[src/rtl/player_race_judge.sv]
// Player-side hop judge: synchronizes the raw keys and judges each new press against the current box.
// A correct hop advances the course and counts down the BCD remaining-box display. A wrong key starts a penalty lockout.
`timescale 1ns/1ps
module player_race_judge #(
  parameter int unsigned PENALTY_CYCLES = 25_000_000,
  parameter int unsigned PEN_W          = 25
) (
  input  logic        clock,
  input  logic        resetn,
  input  logic        enable,
  input  logic [31:0] course,
  input  logic        key_left,
  input  logic        key_right,
  output logic        box_now,
  output logic        advance,
  output logic        miss,
  output logic        penalty,
  output logic [3:0]  remaining_ones,
  output logic [3:0]  remaining_tens,
  output logic        ended
);

  typedef enum logic [1:0] {
    S_IDLE,
    S_RUN,
    S_PENALTY,
    S_DONE
  } state_t;

  localparam logic [PEN_W-1:0] PEN_LOAD = PEN_W'(PENALTY_CYCLES - 1);

  // Bit 0 is the left key, bit 1 the right key.
  logic [1:0] w_keys;
  logic [1:0] w_press;

  assign w_keys = {key_right, key_left};

  genvar gi;
  generate
    for (gi = 0; gi < 2; gi++) begin : g_key
      logic r_sync1;
      logic r_sync2;
      logic r_prev;

      always_ff @(posedge clock) begin
        if (!resetn) begin
          r_sync1 <= 1'b0;
          r_sync2 <= 1'b0;
          r_prev  <= 1'b0;
        end else begin
          r_sync1 <= w_keys[gi];
          r_sync2 <= r_sync1;
          r_prev  <= r_sync2;
        end
      end

      assign w_press[gi] = r_sync2 & ~r_prev;
    end
  endgenerate

  state_t           r_state;
  state_t           w_state_next;
  logic [31:0]      r_course;
  logic [31:0]      w_course_next;
  logic [3:0]       r_ones;
  logic [3:0]       w_ones_next;
  logic [3:0]       r_tens;
  logic [3:0]       w_tens_next;
  logic [PEN_W-1:0] r_pen_cnt;
  logic [PEN_W-1:0] w_pen_cnt_next;
  logic             r_advance;
  logic             w_advance_next;
  logic             r_miss;
  logic             w_miss_next;
  logic             r_penalty;
  logic             r_ended;
  logic             w_press_ok;
  logic             w_last_box;

  // Only a single new edge on the side of the current box is a valid hop.
  assign w_press_ok = ((w_press == 2'b10) &&  r_course[0]) ||
                      ((w_press == 2'b01) && !r_course[0]);
  assign w_last_box = (r_tens == 4'd0) && (r_ones == 4'd1);

  always_ff @(posedge clock) begin
    if (!resetn) begin
      r_state   <= S_IDLE;
      r_course  <= course;
      r_ones    <= 4'd2;
      r_tens    <= 4'd3;
      r_pen_cnt <= '0;
      r_advance <= 1'b0;
      r_miss    <= 1'b0;
      r_penalty <= 1'b0;
      r_ended   <= 1'b0;
    end else begin
      r_state   <= w_state_next;
      r_course  <= w_course_next;
      r_ones    <= w_ones_next;
      r_tens    <= w_tens_next;
      r_pen_cnt <= w_pen_cnt_next;
      r_advance <= w_advance_next;
      r_miss    <= w_miss_next;
      r_penalty <= (w_state_next == S_PENALTY);
      r_ended   <= (w_state_next == S_DONE);
    end
  end

  always_comb begin
    w_state_next   = r_state;
    w_course_next  = r_course;
    w_ones_next    = r_ones;
    w_tens_next    = r_tens;
    w_pen_cnt_next = r_pen_cnt;
    w_advance_next = 1'b0;
    w_miss_next    = 1'b0;

    case (r_state)
      S_IDLE: begin
        if (enable) begin
          w_state_next = S_RUN;
        end
      end

      S_RUN: begin
        if (!enable) begin
          w_state_next = S_IDLE;
        end else if (w_press != 2'b00) begin
          if (w_press_ok) begin
            w_advance_next = 1'b1;
            w_course_next  = {1'b0, r_course[31:1]};
            if (r_ones != 4'd0) begin
              w_ones_next = r_ones - 4'd1;
            end else if (r_tens != 4'd0) begin
              w_ones_next = 4'd9;
              w_tens_next = r_tens - 4'd1;
            end
            if (w_last_box) begin
              w_state_next = S_DONE;
            end
          end else begin
            w_miss_next    = 1'b1;
            w_pen_cnt_next = PEN_LOAD;
            w_state_next   = S_PENALTY;
          end
        end
      end

      S_PENALTY: begin
        // The lockout clock only runs while the game is running.
        if (enable) begin
          if (r_pen_cnt == '0) begin
            w_state_next = S_RUN;
          end else begin
            w_pen_cnt_next = r_pen_cnt - 1'b1;
          end
        end
      end

      S_DONE: begin
        w_state_next = S_DONE;
      end

      default: begin
        w_state_next = S_IDLE;
      end
    endcase
  end

  assign box_now        = r_course[0];
  assign advance        = r_advance;
  assign miss           = r_miss;
  assign penalty        = r_penalty;
  assign remaining_ones = r_ones;
  assign remaining_tens = r_tens;
  assign ended          = r_ended;

endmodule
[config.mk]
export PLATFORM = sky130hd
export DESIGN_NAME = player_race_judge
export DESIGN_NICKNAME = d
export VERILOG_FILES = /design/src/rtl/player_race_judge.sv
export SDC_FILE = /design/constraint.sdc
export NUM_CORES = 1
export LEC_CHECK = 0
export CAP_MARGIN = 10
export CELL_PAD_IN_SITES_DETAIL_PLACEMENT = 1
export CELL_PAD_IN_SITES_GLOBAL_PLACEMENT = 1
export CORE_MARGIN = 3
export CORE_UTILIZATION = 40
export DETAILED_ROUTE_END_ITERATION = 16
export PLACE_DENSITY = 0.79
export SLEW_MARGIN = 20
export SYNTH_ARGS = -nofsm -noshare
export SYNTH_HDL_FRONTEND = slang
export SYNTH_SLANG_ARGS = --single-unit
[constraint.sdc]
create_clock -name clock -period 3.6 [get_ports clock]
set_clock_uncertainty 0.15 [all_clocks]
set_input_delay 1.08 -clock clock [delete_from_list [all_inputs] [get_ports clock]]
set_output_delay 1.08 -clock clock [all_outputs]
set_load 0.01 [all_outputs]
==> results of run 1 <==
## sequential cells by signal (all words and copies together) (netlist names)
name,cells
r_course,32
r_pen_cnt,25
remaining_ones,4
remaining_tens,4
g_key.r_prev,2
g_key.r_sync1,2
g_key.r_sync2,2
r_state,2
advance,1
ended,1
miss,1
penalty,1
## through the flow
stage               util [%]  cell area [sq um]
floorplan                  -               3430
global placement        49.1               4050
detailed placement      49.1               4050
CTS                     51.6               4260
global route            51.6               4260
finish                  51.6               4260
## path summary, 6_finish.rpt
path	depth (start not counted)	end	slack, ps	startpoint
worst min-delay path	1	g_key[1].r_sync2$_SDFF_PN0_	300	g_key[1].r_sync1$_SDFF_PN0_
worst min register to register	1	g_key[1].r_sync2$_SDFF_PN0_	300	g_key[1].r_sync1$_SDFF_PN0_
worst max-delay path	7	r_pen_cnt[5]$_SDFFE_PN0P_	540	enable
worst max register to register	8	r_pen_cnt[5]$_SDFFE_PN0P_	820	r_pen_cnt[0]$_SDFFE_PN0P_
## cell usage after synthesis (all sizes together)
master   instances  share of area, %
a211oi           1              0.22
a21oi           22               3.2
a311oi           2              0.51
a31oi            1              0.18
a41oi            2               1.3
and2             7               1.3
and3b            3              0.77
buf              5              0.84
clkbuf           9              0.99
dfxtp           45                26
edfxtp          32                28
ha               2              0.73
inv              8              0.88
mux2            31                10
mux2i            1              0.29
nand2           13               1.4
nand2b           2              0.37
nand3            1              0.15
nand4            2              0.37
nand4b           1              0.26
nand4bb          1              0.33
nor2            26               2.8
nor2b            8               1.5
nor3             8               1.6
nor3b            1              0.22
nor4             8               1.9
o2111ai          7               1.8
o211a            1              0.29
o211ai           4              0.88
o21a             2              0.44
o21ai           10               1.5
o221a            1              0.33
o221ai           1              0.26
o31ai            2              0.44
o41ai            1              0.26
or2              4              0.73
or3              2              0.37
or3b             2              0.51
or4              4              0.99
xnor2            3              0.77
xor2            15               3.8
## final cells by class
cell class,instances,area (sq um)
timing repair buffer,57,558
clock buffer,9,124
sequential,77,1860
fill,865,4000
inverter,8,30.0
tap,105,131
clock inverter,7,81.3
multi-input combinational,202,1470
## critical path: cells and delay by family
kind,cells,cell delay [ps]
AOI/OAI and AO/OA,4,830
buffers and inverters,1,550
and+or+nand+nor,2,700
## power by group
part	switching, mW	internal (mW)	total (mW)	leakage [nW]
sequential	0.0168	0.952	0.969	0.679
clock	0.353	0.331	0.685	0.101
combinational	0.0809	0.0941	0.175	0.776
## per-layer routing
layer  GRT usage [%]  up-vias
met2            31.6       44
met3            4.81       16
met4            6.20        0
met1            19.7     1240
met5               0        -
li1                -     1217
## logic make-up (layout without fill, tap and decap cells)
| logic type | Yosys count | count (layout) | share of synthesized area [%] |
|---|---|---|---|
| AO/OA/AOI/OAI | 57 | 57 | 11.5 |
| XOR/XNOR | 18 | 18 | 4.60 |
| adder cells (fa/ha/maj) | 2 | 2 | 0.730 |
| buffers and inverters | 22 | 81 | 2.70 |
| flip-flops | 77 | 77 | 54.3 |
| multiplexers | 32 | 32 | 10.5 |
| AND/OR/NAND/NOR | 93 | 93 | 15.6 |
==> run_results.csv, run 1 <==
group,metric,value,unit
run_status,status,"complete, no violations",
global_routing,grt_max_degree,33,
placement,dp_hpwl,5570,um
detailed_routing,wl_per_cell,17.3,um
detailed_routing,vias,2517,
power,powerDensity,430,nW/um^2
timing,setup_violations,0,
detailed_routing,wl_met1,3340,um
clock_network,cts_root_buf,"clkbuf_8",
timing,tns,0,ps
clock_network,cts_setup_buffers,0,
timing,hold_viol,0,
placement,dpl.cell_count,449,
final_layout,drive_gt1_share,18.9,%
global_routing,track_usage,17.5,%
detailed_routing,met2RoutedLength,4280,um
placement,port-buffer-count,49,
logic_synthesis,postSynthCellCount,301,
detailed_routing,final_antenna_net_count,0,
clock_network,holdBufCountCts,0,
global_routing,grt_pass1_wl,13600,um
power,irDropWorstVdd,0.233,mV
detailed_routing,dr.first_iter.drc_count,65,
timing,clock.fmax,0.327,GHz
clock_network,htreeDepth,3,
die,start_util,41.5,%
clock_network,clockBufferDepth,2,
clock_network,clk_pin_slew,90,ps
final_layout,syn_to_final_growth,24.3,%
clock_network,ctsResizeCount,0,
detailed_routing,firstDrtPassIters,4,
die,die_w,98.5,um
detailed_routing,top_layer,"met4",
run,drv_cap,0,
final_layout,mostFrequentLayoutCells,"clkdlybuf4s50_1 (48), dfxtp_1 (45), edfxtp_1 (32)",
global_routing,antenna_found_initial,0,
hold_path,hold_path.class,"reg2reg",
final_layout,stdcell_count,465,
final_layout,layout.nets,394,
die,core-area,8260,sq um
critical_path,required,3700,ps
logic_synthesis,synth_cell_type_count,50,
final_layout,antenna_cells,0,
timing,final.setup.worst_slack,539,ps
critical_path,crit_path_start_kind,"primary input",
logic_synthesis,yosysSeqAreaShare,54.3,%
die,fp-row-count,33,
placement,post-place-ws,262,ps
clock_network,cts_tree,"built",
logic_synthesis,yosys_register_bits,77,
timing,worst_slew_pin_slew,809,ps
clock_network,clkLatencyLatePin,350,ps
die,die_h,98.5,um
power,total_power,1.83,mW
power,p_leak,1.56,nW
critical_path,worstSetupPathType,"in2reg",
critical_path,worstPathMaxFanout,8,
placement,routabilityCongestion,0.752,
final_layout,layout_commonest_cell,"clkdlybuf4s50_1",
logic_synthesis,synth_area,3430,sq um
logic_synthesis,yosysWarnings,0,
critical_path,slowest_stage,"clkdlybuf4s50_1",
logic_synthesis,syn_area_per_cell,11.4,sq um
timing,min_period_over_period,85.0,%
logic_synthesis,syn_nets,340,
detailed_routing,viasPerCell,5.41,
clock_network,cts_buffers,9,
clock_network,clock_sinks,77,
detailed_routing,drc,0,
timing,slew_headroom,45.5,%
detailed_routing,routed_wl,8060,um
timing,fin_crit,3060,ps
critical_path,crit_chain,"clkdlybuf4s50_1 -> and3b_1 -> o21ai_0 -> o21ai_1 -> or2_0 -> a21oi_1 -> a311oi_1",
die,dieArea,9710,sq um
critical_path,slowest_delay,550,ps
timing,drv_slew,0,
global_routing,grt_overflow,0,
timing,rsz0062_at_grt,"no",
critical_path,cp-end-kind,"flip-flop",
global_routing,grt_pass1_vias,2803,
critical_path,arrival,3160,ps
timing,timing.hold.ws,302,ps
die,io_pins,50,
detailed_routing,wl_met3,276,um
Power figures use the tool's default switching activity.
==> run 2, diff against run 1 <==
--- a/config.mk
+++ b/config.mk
@@ -12,6 +12,7 @@
 export CORE_UTILIZATION = 40
 export DETAILED_ROUTE_END_ITERATION = 16
 export PLACE_DENSITY = 0.79
+export SETUP_SLACK_MARGIN = 0.02
 export SLEW_MARGIN = 20
 export SYNTH_ARGS = -nofsm -noshare
 export SYNTH_HDL_FRONTEND = slang
==> results of run 2 <==
Same layout as run 1: the final DEF is identical, and so are final timing and power.
